### config.mk
export PLATFORM = sky130hd
export DESIGN_NAME = vedic_seq16_ctrl
export DESIGN_NICKNAME = d
export VERILOG_FILES = /design/src/rtl/vedic_seq16_ctrl.sv
export SDC_FILE = /design/constraint.sdc
export NUM_CORES = 1
export LEC_CHECK = 0
export ABC_AREA = 1
export CAP_MARGIN = 40
export CORE_MARGIN = 3
export CORE_UTILIZATION = 28
export DETAILED_ROUTE_END_ITERATION = 12
export GPL_TIMING_DRIVEN = 0
export PLACE_DENSITY = 0.51
export SLEW_MARGIN = 20
export SYNTH_ARGS = -nofsm -noshare
export SYNTH_HDL_FRONTEND = slang
export SYNTH_SLANG_ARGS = --single-unit
### constraint.sdc
create_clock -name clk -period 3.87 [get_ports clk]
set_input_delay 0.774 -clock clk [delete_from_list [all_inputs] [get_ports clk]]
set_output_delay 0.774 -clock clk [all_outputs]
set_load 0.03 [all_outputs]
### src/rtl/vedic_seq16_ctrl.sv
// vedic_seq16_ctrl
//   Sequences a 16x16 unsigned multiply through one shared 8x8 Vedic multiplier.
//   After an operand pair is accepted, four partial products are issued on
//   consecutive cycles ({aL,bL}, {aH,bL}, {aL,bH}, {aH,bH}). Each returning
//   mul_p is shifted into place and accumulated. The 32-bit product is held
//   on the output until the consumer takes it.
//
// Ports
//   clk        sole clock, rising edge
//   rst_n      asynchronous active-low reset
//   in_valid   operand pair offered
//   in_ready   operands accepted this cycle (IDLE only)
//   a, b       16-bit unsigned operands
//   mul_a      8-bit operand to the shared multiplier (0 outside issue cycles)
//   mul_b      8-bit operand to the shared multiplier (0 outside issue cycles)
//   mul_p      16-bit multiplier result, valid MUL_LAT cycles after issue
//   out_valid  product available
//   out_ready  consumer takes product
//   product    32-bit a*b
//   busy       high in every state except IDLE
module vedic_seq16_ctrl #(
   parameter int MUL_LAT = 1
) (
   input  logic        clk,
   input  logic        rst_n,
   input  logic        in_valid,
   output logic        in_ready,
   input  logic [15:0] a,
   input  logic [15:0] b,
   output logic [7:0]  mul_a,
   output logic [7:0]  mul_b,
   input  logic [15:0] mul_p,
   output logic        out_valid,
   input  logic        out_ready,
   output logic [31:0] product,
   output logic        busy
);

   typedef enum logic [1:0] {IDLE, ISSUE, DRAIN, DONE} state_t;

   state_t       state;
   state_t       state_nxt;
   logic [15:0]  a_q;
   logic [15:0]  b_q;
   logic [1:0]   iss_cnt;
   logic [31:0]  acc;
   logic [31:0]  term;
   logic [31:0]  acc_sum;
   logic         accept;
   logic         issuing;
   logic         last_ret;

   // Issue tags travel alongside the multiplier pipeline, so each returning
   // mul_p arrives with its slot index and knows its shift amount.
   logic [MUL_LAT-1:0] tag_vld;
   logic [1:0]         tag_idx [MUL_LAT];

   assign accept   = in_valid && (state == IDLE);
   assign issuing  = (state == ISSUE);
   assign last_ret = tag_vld[MUL_LAT-1] && (tag_idx[MUL_LAT-1] == 2'd3);

   always_comb begin
      term = '0;
      case (tag_idx[MUL_LAT-1])
         2'd0:    term = {16'h0000, mul_p};
         2'd1,
         2'd2:    term = {8'h00, mul_p, 8'h00};
         default: term = {mul_p, 16'h0000};
      endcase
      acc_sum = tag_vld[MUL_LAT-1] ? (acc + term) : acc;
   end

   always_ff @(posedge clk or negedge rst_n) begin
      if (!rst_n) begin
         state <= IDLE;
      end else begin
         state <= state_nxt;
      end
   end

   always_comb begin
      state_nxt = state;
      in_ready  = 1'b0;
      busy      = 1'b1;
      out_valid = 1'b0;
      mul_a     = '0;
      mul_b     = '0;
      case (state)
         IDLE: begin
            in_ready = 1'b1;
            busy     = 1'b0;
            if (in_valid) begin
               state_nxt = ISSUE;
            end
         end
         ISSUE: begin
            case (iss_cnt)
               2'd0:    begin mul_a = a_q[7:0];  mul_b = b_q[7:0];  end
               2'd1:    begin mul_a = a_q[15:8]; mul_b = b_q[7:0];  end
               2'd2:    begin mul_a = a_q[7:0];  mul_b = b_q[15:8]; end
               default: begin mul_a = a_q[15:8]; mul_b = b_q[15:8]; end
            endcase
            if (iss_cnt == 2'd3) begin
               state_nxt = DRAIN;
            end
         end
         DRAIN: begin
            if (last_ret) begin
               state_nxt = DONE;
            end
         end
         default: begin
            out_valid = 1'b1;
            if (out_ready) begin
               state_nxt = IDLE;
            end
         end
      endcase
   end

   always_ff @(posedge clk or negedge rst_n) begin
      if (!rst_n) begin
         a_q     <= '0;
         b_q     <= '0;
         iss_cnt <= '0;
         acc     <= '0;
         product <= '0;
         tag_vld <= '0;
         for (int unsigned i = 0; i < MUL_LAT; i++) begin
            tag_idx[i] <= '0;
         end
      end else begin
         if (accept) begin
            a_q     <= a;
            b_q     <= b;
            iss_cnt <= '0;
            acc     <= '0;
         end else begin
            acc <= acc_sum;
            if (issuing) begin
               iss_cnt <= iss_cnt + 2'd1;
            end
         end
         tag_vld[0] <= issuing;
         tag_idx[0] <= iss_cnt;
         for (int unsigned i = 1; i < MUL_LAT; i++) begin
            tag_vld[i] <= tag_vld[i-1];
            tag_idx[i] <= tag_idx[i-1];
         end
         // product is only loaded when the final term lands, so it stays
         // stable through DONE and keeps its value after the handshake.
         if (last_ret) begin
            product <= acc_sum;
         end
      end
   end

endmodule

==> results of run 1 <==
==> final cells by class <==
class                           count  area share [%]
Timing Repair Buffer              105            11.8
Multi-Input combinational cell    764            41.9
Clock buffer                        9            2.49
Sequential cell                   103            28.5
Inverter                          203            8.45
Buffer                             29            1.52
Clock inverter                      7           0.843
Tap cell                          330            4.56
==> worst reg2reg max path, stage by stage, from the launching register on <==
cell	delay (ns)
dfrtp_1	0.41
ha_1	0.16
buf_2	0.28
clkinvlp_4	0.18
nand2_2	0.16
buf_2	0.27
nor2_1	0.09
ha_1	0.26
fa_1	0.49
nand3_1	0.11
nand3_1	0.15
nand3_1	0.11
nand3_1	0.21
nand2_1	0.22
nand2_1	0.08
nand2_1	0.09
nand3_1	0.09
nand2_1	0.07
inv_1	0.03
==> per-stage QoR <==
stage          TNS, ns  setup WS [ns]  cells  cell area, µm²
2_1_floorplan        0           1.05   1099            7270
3_3_place_gp   -233.61          -2.28   1531            8700
3_5_place_dp         0          0.103   1532            8730
4_1_cts              0         0.0644   1548            9030
5_1_grt              0        0.00594   1550            9060
6_report             0          0.338   1550            9060
==> power breakdown <==
group | internal [µW] | switching (µW)
logic | 1880 | 3440
clock network | 465 | 509
registers | 1590 | 306
total | 3940 | 4250
==> kinds of logic after synthesis <==
family	synth area share, %
buf+inv	12.4
xor+xnor	2.14
compound gates	7.51
fa+ha+maj	7.68
simple gates	34.8
flops	35.5
==> worst min-delay path by stage <==
stage / depth (start not counted) / from / end
6_report: 1 / rst_n / product[27]
5_1_grt: 1 / rst_n / product[27]
3_3_place_gp: 0 / iss_cnt[1] / tag_idx[1]
3_5_place_dp: 0 / iss_cnt[0] / tag_idx[0]
2_1_floorplan: 0 / iss_cnt[1] / tag_idx[1]
4_1_cts: 1 / rst_n / product[27]
==> routing by layer <==
metal,track usage [%],vias up,wire length [µm]
met5,0,-,0
met4,3.66,0,315
met3,3.44,20,1100
met2,26.9,147,10300
met1,23.4,3025,11300
li1,-,3571,-
==> layout by cell type (no fill, tap or decap), types with 2 or more instances in the layout <==
cell / instances
o211ai_1: 8
o21bai_1: 2
nor3_1: 3
ha_1: 43
o21ai_1: 4
xnor2_1: 8
nand2_1: 375
inv_6: 3
nand2_4: 3
xnor2_2: 3
nand3_1: 57
a21o_1: 3
inv_1: 199
nand2_2: 22
o22ai_1: 16
a21oi_1: 22
nand4_1: 2
clkdlybuf4s50_1: 101
clkbuf_16: 9
clkbuf_1: 20
inv_2: 3
buf_6: 3
buf_4: 3
xor2_1: 5
buf_2: 5
nor2_2: 5
or2_2: 11
dfrtp_1: 103
nand3_2: 6
o21ai_0: 40
nor2_1: 119
inv_8: 3
==> timing repair <==
item,in CTS,in global routing
endpoints found under the setup margin,0,12
resized for setup,0,3
setup buffers,0,2
==> state kept, by name, summed over array words and instances (netlist names) <==
name,count
acc,32
tag_idx,2
state,2
product,32
b_q,16
iss_cnt,2
tag_vld,1
a_q,16
==> results.md, run 1 <==
Setup path:
- In this design, the stage delay of the slowest critical-path cell is 0.70 ns.
- Grouping stages by cell kind, the critical path spends the most delay in buffers and inverters.
- Counting both buffers and inverters, the worst setup path holds a total of 4.
- The critical path goes through inv_1 > ha_1 > clkbuf_1 > clkbuf_1 > o21ai_0 > nor2_1 > clkdlybuf4s50_1.
- By startpoint and endpoint, the worst setup path is classified as flip-flop to output port.
- The worst setup path is captured at an output port.
- The path depth of the worst reg2reg path is 18.
- STA classifies the critical path startpoint as a flip-flop.
- The worst register-to-register path ends at product[28].
- The internal reg-to-reg setup slack is 0.35 ns.
- The slowest cell on the critical path is clkdlybuf4s50_1.
- The worst-path maximum fanout is 10.
- Counting buffers and inverters, the worst setup path is 7 cells deep.
- The most critical setup path has its startpoint at state[1].
- The endpoint arrival time on the critical path is 2.76 ns.
- The most critical setup path has its endpoint at mul_a[5].
- The most repeated library cell on the critical path is clkbuf_1.
- Data on the critical path is required at its endpoint by 3.10 ns.
- The start of the worst register-to-register path is tag_idx[1].

STA:
- The minimum clock period after layout is 3.53 ns.
- The max-slew violation count is 0.
- The worst-case headroom to the max-slew limit is 50.9%.
- Setup violations remaining at the end of the flow were counted as 0.
- For the pin with the worst max-slew slack, the measured transition is 0.737 ns.
- The final-report hold violation count is 0.
- Based on the critical path, the design can be clocked at up to 283 MHz.
- The final hold slack is 0.267 ns.
- Setup repair after global routing left no endpoint under its margin.
- The final critical-path share of the clock period is 91.3%.
- For the final database, setup skew stands at 0.0187 ns.

Clocking:
- No sink is reached through more buffers than the 2 on the longest clock path.
- The TritonCTS clock tree is done.
- The clock input transition at the sequential cells of the worst setup and hold paths is 0.10 ns.
- The later pin in the worst-skew pair is clocked with a latency of 0.36 ns.
- The H-tree depth is 3.
- For this design, the sink count on the clock tree is 103.
- The number of buffers inserted for hold repair after clock tree synthesis is 0.
- The number of clock buffers added by TritonCTS is 9.
- The cell at the root of the clock tree is clkbuf_16.

Synthesis:
- In the synthesized netlist the async set-or-reset flop fraction comes to 100%.
- Counting every net in the synthesized netlist gives 1195.
- The post-synthesis cell type count is 37.
- The average cell area after synthesis is 6.61 µm².
- In this run the cell area of the synthesized design comes to 7270 µm².
- The post-synthesis sequential element count is 103.
- Summed over all instances, the cell type with the most area after synthesis is dfrtp_1.
- Of the synthesized area, sequential elements account for 35.5%.
- The share of synthesized area in the top cell type comes to 35.5%.
- Sorting the synthesized cells by area gives the leading types as dfrtp_1 35%, nand2_1 19%, inv_1 10%, ha_1 7.4%, nor2_1 6.1%.
- The most numerous cell in the Yosys netlist is nand2_1.
- In the synthesized netlist, the cells that appear most often are 376 x nand2_1, 199 x inv_1, 119 x nor2_1.
- Yosys printed 0 warnings.
- The number of enable flip-flop cells after synthesis is 0.
- Synthesis produced a netlist whose cell count is 1099.
- Among all flip-flop cells after synthesis, the most frequent one is dfrtp_1.

Die:
- The die boundary height is 167 µm.
- Pin placement for this block handled 103 I/O pins.
- The floorplan has 58 rows.
- The die covers 27900 µm².
- The width of the chip is 167 µm.
- For this configuration, the core starts out at a cell density of 28.7%.
- The area inside the core boundary is 25300 µm².

Drt:
- The final routed DRC violation total is 0.
- Using the TritonRoute via totals, the vias-per-cell ratio works out to 4.36.
- The total via count after detailed routing is 6763.
- The remaining number of nets flagged by the antenna check after routing is 0.
- The first-pass detailed-route iteration total is 5.
- The detailed router finished its first iteration with 365 violations.
- After detailed routing, the total wire length is 23000 µm.
- In the final routed layout, each cell accounts on average for 14.9 µm.

Place:
- The number of buffer cells added on primary ports is 102.
- Once detailed placement completed, the half-perimeter wirelength came to 18500 µm.
- The final weighted congestion of routability-driven global placement is 0.875.

GRT:
- The initial antenna violation count is 0.
- The total global-route track usage is 16.8%.
- The first-pass GRT wire length is 37100 µm.
- The pin count of the biggest net entering global routing is 75.
- Summed over all layers, the global routing overflow is 0.
- The number of global-route vias before repair is 6845.

Final layout:
- The footprint of the multi-input gates is 3800 µm².
- The final layout contains 1311 nets.
- Registers take 2580 µm².
- The layout-stage area growth over the synthesis result is 24.7%.
- The filler cells instantiated in the layout total 2718.
- The number of antenna diodes in the final layout is 0.
- Once layout is complete, the utilization of the core stands at 35.8%.
- The fraction of layout cells with a size suffix above 1 is 7.13%.

Power and ir drop:
- The highest ir drop seen on vdd is 0.311 mV.
- The total power consumption of the routed design is 8190 µW.
- The reported leakage power is 0.00506 µW.
- The power density normalized to cell area is 904 nW/µm².

Outcome:
- The run finished with clean final reports.

Worst hold path:
- The worst hold path belongs to the class primary input to async pin.

Job:
- Max-cap violations in this run came to 0.
(Power assumes the default switching activity.)
==> run 2: changes to the inputs <==
PLACE_DENSITY = 0.46   (was 0.51)
SLEW_MARGIN = unset   (was 20)
==> run 2 against run 1 <==
Against the previous run: sequential cell count unchanged; fmax shrank 1.7%; wire length is 1.7% higher; critical endpoint is now product[28]; highest routed layer unchanged.
==> results.md, run 2 (synthesized netlist as in run 1, its figures left out) <==
Power and ir drop:
- The reported leakage power is 0.00505 µW (was 0.00506 µW).
- The highest ir drop seen on vdd is 0.272 mV (was 0.311 mV).
- The power density normalized to cell area is 909 nW/µm² (was 904 nW/µm²).

Final layout:
- Top library cells by usage in the layout, fill and taps aside: 376 x nand2_1, 199 x inv_1, 119 x nor2_1, 103 x dfrtp_1, 101 x clkdlybuf4s50_1 (was 375 x nand2_1, 199 x inv_1, 119 x nor2_1, 103 x dfrtp_1, 101 x clkdlybuf4s50_1).
- The most common cell after layout, fill and taps aside is nand2_1 (unchanged).
- The final net count is 1311 (unchanged).
- The non-filler instance count after layout came to 1550 (unchanged).
- The layout-stage area growth over the synthesis result is 24.6% (was 24.7%).
- The final design instance area without fill is 9050 µm² (was 9060 µm²).
- The fraction of layout cells with a size suffix above 1 came to 7.05% (was 7.13%).
- Registers with the most flip-flops: acc: 32 flops, product: 32 flops (unchanged).
- The number of antenna diodes is 0 (unchanged).
- The fill cell total of the finished layout was 2777 (was 2718).
- The final standard cell utilization of the core was 35.8% (about the same).

Setup path:
- The path depth of the worst reg2reg path was 18 (unchanged).
- The data required time at the worst endpoint is 4.13 ns (was 3.10 ns).
- The kind of end point of the critical path was a flip-flop (was output port).
- The kind of start point of the critical path was a flip-flop (unchanged).
- The endpoint arrival time on the critical path is 3.85 ns (was 2.76 ns).
- The worst-path maximum fanout is 10 (unchanged).
- The type of the worst setup path is flip-flop to flip-flop (was flip-flop to output port).

Place:
- The post-placement cell area came to 8730 µm² (unchanged).
- The final weighted congestion of routability-driven global placement is 0.943 (was 0.875).
- The number of buffer cells added on primary ports was 102 (unchanged).
- The placed cell count came to 1532 (unchanged).
- The HPWL reported at the end of detailed placement was 18700 µm (was 18500 µm).

STA:
- The final hold slack came to 0.277 ns (was 0.267 ns).
- The count of final setup violators came to 0 (unchanged).
- The clock tree skew after final layout is 0.0113 ns (was 0.0187 ns).
- The worst-case headroom to the max-slew limit came to 48.6% (was 50.9%).
- The final critical-path share of the clock period is 92.8% (was 91.3%).
- The final-report hold violation count is 0 (unchanged).
- The max-slew violation count came to 0 (unchanged).
- The slew at the pin closest to its max-slew limit is 0.771 ns (was 0.737 ns).
- The minimum clock period after layout was 3.59 ns (was 3.53 ns).
- The top achievable clock speed was 278 MHz (was 283 MHz).
- Setup repair after global routing missed its margin: false (unchanged).

Die:
- The die boundary height is 167 µm (unchanged).
- The number of placement rows is 58 (unchanged).
- The width of the chip was 167 µm (unchanged).
- The number of placed I/O pins was 103 (unchanged).
- The area inside the core boundary came to 25300 µm² (unchanged).
- The total die area is 27900 µm² (unchanged).
- The initial core utilization is 28.7% (unchanged).

Drt:
- The highest routed metal layer was met4 (unchanged).
- The via density per instance is 4.35 (was 4.36).
- The number of DRC markers in iteration 0 is 373 (was 365).
- The final routed DRC violation total is 0 (unchanged).
- The met1 wire length is 11600 µm (was 11300 µm).
- The first-pass detailed-route iteration total came to 5 (unchanged).
- The total via count after detailed routing is 6737 (was 6763).
- The total met2 wirelength after detailed routing is 10400 µm (was 10300 µm).
- The overall routed net length is 23400 µm (was 23000 µm).
- The remaining number of nets flagged by the antenna check after routing is 0 (unchanged).
- The post-detailed-route wirelength per cell is 15.1 µm (was 14.9 µm).
- The routed length on met3 was 1160 µm (was 1100 µm).

Clocking:
- The clock latency on the worst-skew pair is 0.36 ns (about the same).
- The CTS sink count is 103 (unchanged).
- The cell at the root of the clock tree is clkbuf_16 (unchanged).
- The TritonCTS clock tree is done (unchanged).
- The clock input transition at the sequential cells of the worst setup and hold paths was 0.08 ns (was 0.10 ns).
- The H-tree depth is 3 (unchanged).
- The number of buffers created by CTS came to 9 (unchanged).
- The buffer levels on the longest clock path came to 2 (unchanged).

GRT:
- The total global-route track usage is 17.0% (was 16.8%).
- The total overflow reported by the global router is 0 (unchanged).
- The first-pass GRT wire length came to 37400 µm (was 37100 µm).
- The initial antenna violation count is 0 (unchanged).
- The number of global-route vias before repair is 6741 (was 6845).
- The pin count of the biggest net entering global routing is 77 (was 75).

Outcome:
- Status: finished clean (unchanged).

Job:
- The number of maximum-capacitance constraint violations is 0 (unchanged).

Worst hold path:
- The worst hold path class was primary input to async pin (unchanged).
-- run 2: worst max-delay path, stage by stage (launching register included) --
cell and delay [ns]:
dfrtp_1 0.41, ha_1 0.16, buf_2 0.28, clkinvlp_4 0.23, nand2_1 0.22, clkbuf_4 0.27
nor2_1 0.07, ha_1 0.24, fa_1 0.46, nand3_1 0.10, nand3_1 0.17, nand3_1 0.13
nand3_1 0.20, nand2_1 0.20, nand2_1 0.08, nand2_1 0.09, nand3_1 0.07, nand2_1 0.07
inv_1 0.04
-- run 2: layer usage --
layer	GRT usage, %	up-vias
met5	0	-
met4	3.52	0
met3	3.37	15
met2	27.1	140
met1	24.0	3017
li1	-	3565
-- run 2: power by group --
part | leakage (µW) | switching [µW] | internal (µW)
Clock | 0.000143 | 497 | 458
Combinational | 0.00365 | 3480 | 1880
Sequential | 0.00126 | 317 | 1590
-- run 2: stage by stage --
step	setup slack [ns]	power [µW]	setup TNS [ns]
2_1_floorplan	1.05	5500	0
3_3_place_gp	-2.37	7270	-241.86
3_5_place_dp	0.0856	7270	0
4_1_cts	0.0445	8280	0
5_1_grt	0.00203	9000	0
6_report	0.277	8230	0
-- run 2: worst paths after layout --
path                            start          end  slack [ns]
setup / recovery           tag_idx[0]  product[28]        0.28
hold / removal                  rst_n      acc[29]        0.28
setup reg to reg           tag_idx[0]  product[28]        0.28
hold reg to reg            iss_cnt[1]   tag_idx[1]        0.47
max in group asynchronous       rst_n      b_q[12]        2.90
min in group clk           iss_cnt[1]   tag_idx[1]        0.47
-- run 2: cell type report --
| cell class | count | area [µm²] | share of cell area [%] |
|---|---|---|---|
| buffer | 29 | 140 | 1.55 |
| tap | 330 | 413 | 4.56 |
| inverter | 203 | 766 | 8.46 |
| multi-input combinational | 764 | 3800 | 41.9 |
| timing repair buffer | 105 | 1060 | 11.8 |
| clock inverter | 7 | 72.6 | 0.801 |
| sequential | 103 | 2580 | 28.5 |
| clock buffer | 9 | 225 | 2.49 |
-- run 2: timing repair --
action	4_1_cts	5_1_grt
buffers inserted	0	2
resized for setup	0	3
setup endpoints to repair	0	10
hold buffers	0	0
==> run 3: changes to the inputs <==
--- a/constraint.sdc
+++ b/constraint.sdc
@@ -3,2 +3,2 @@
 set_output_delay 0.774 -clock clk [all_outputs]
-set_load 0.03 [all_outputs]
+set_load 0.02 [all_outputs]
==> results of run 3 <==
Same layout as run 2 (identical final DEF). Status: finished clean.
Main changes from that run: total power 8230 µW -> 8040 µW; worst IR drop on VDD 0.272 mV -> 0.247 mV
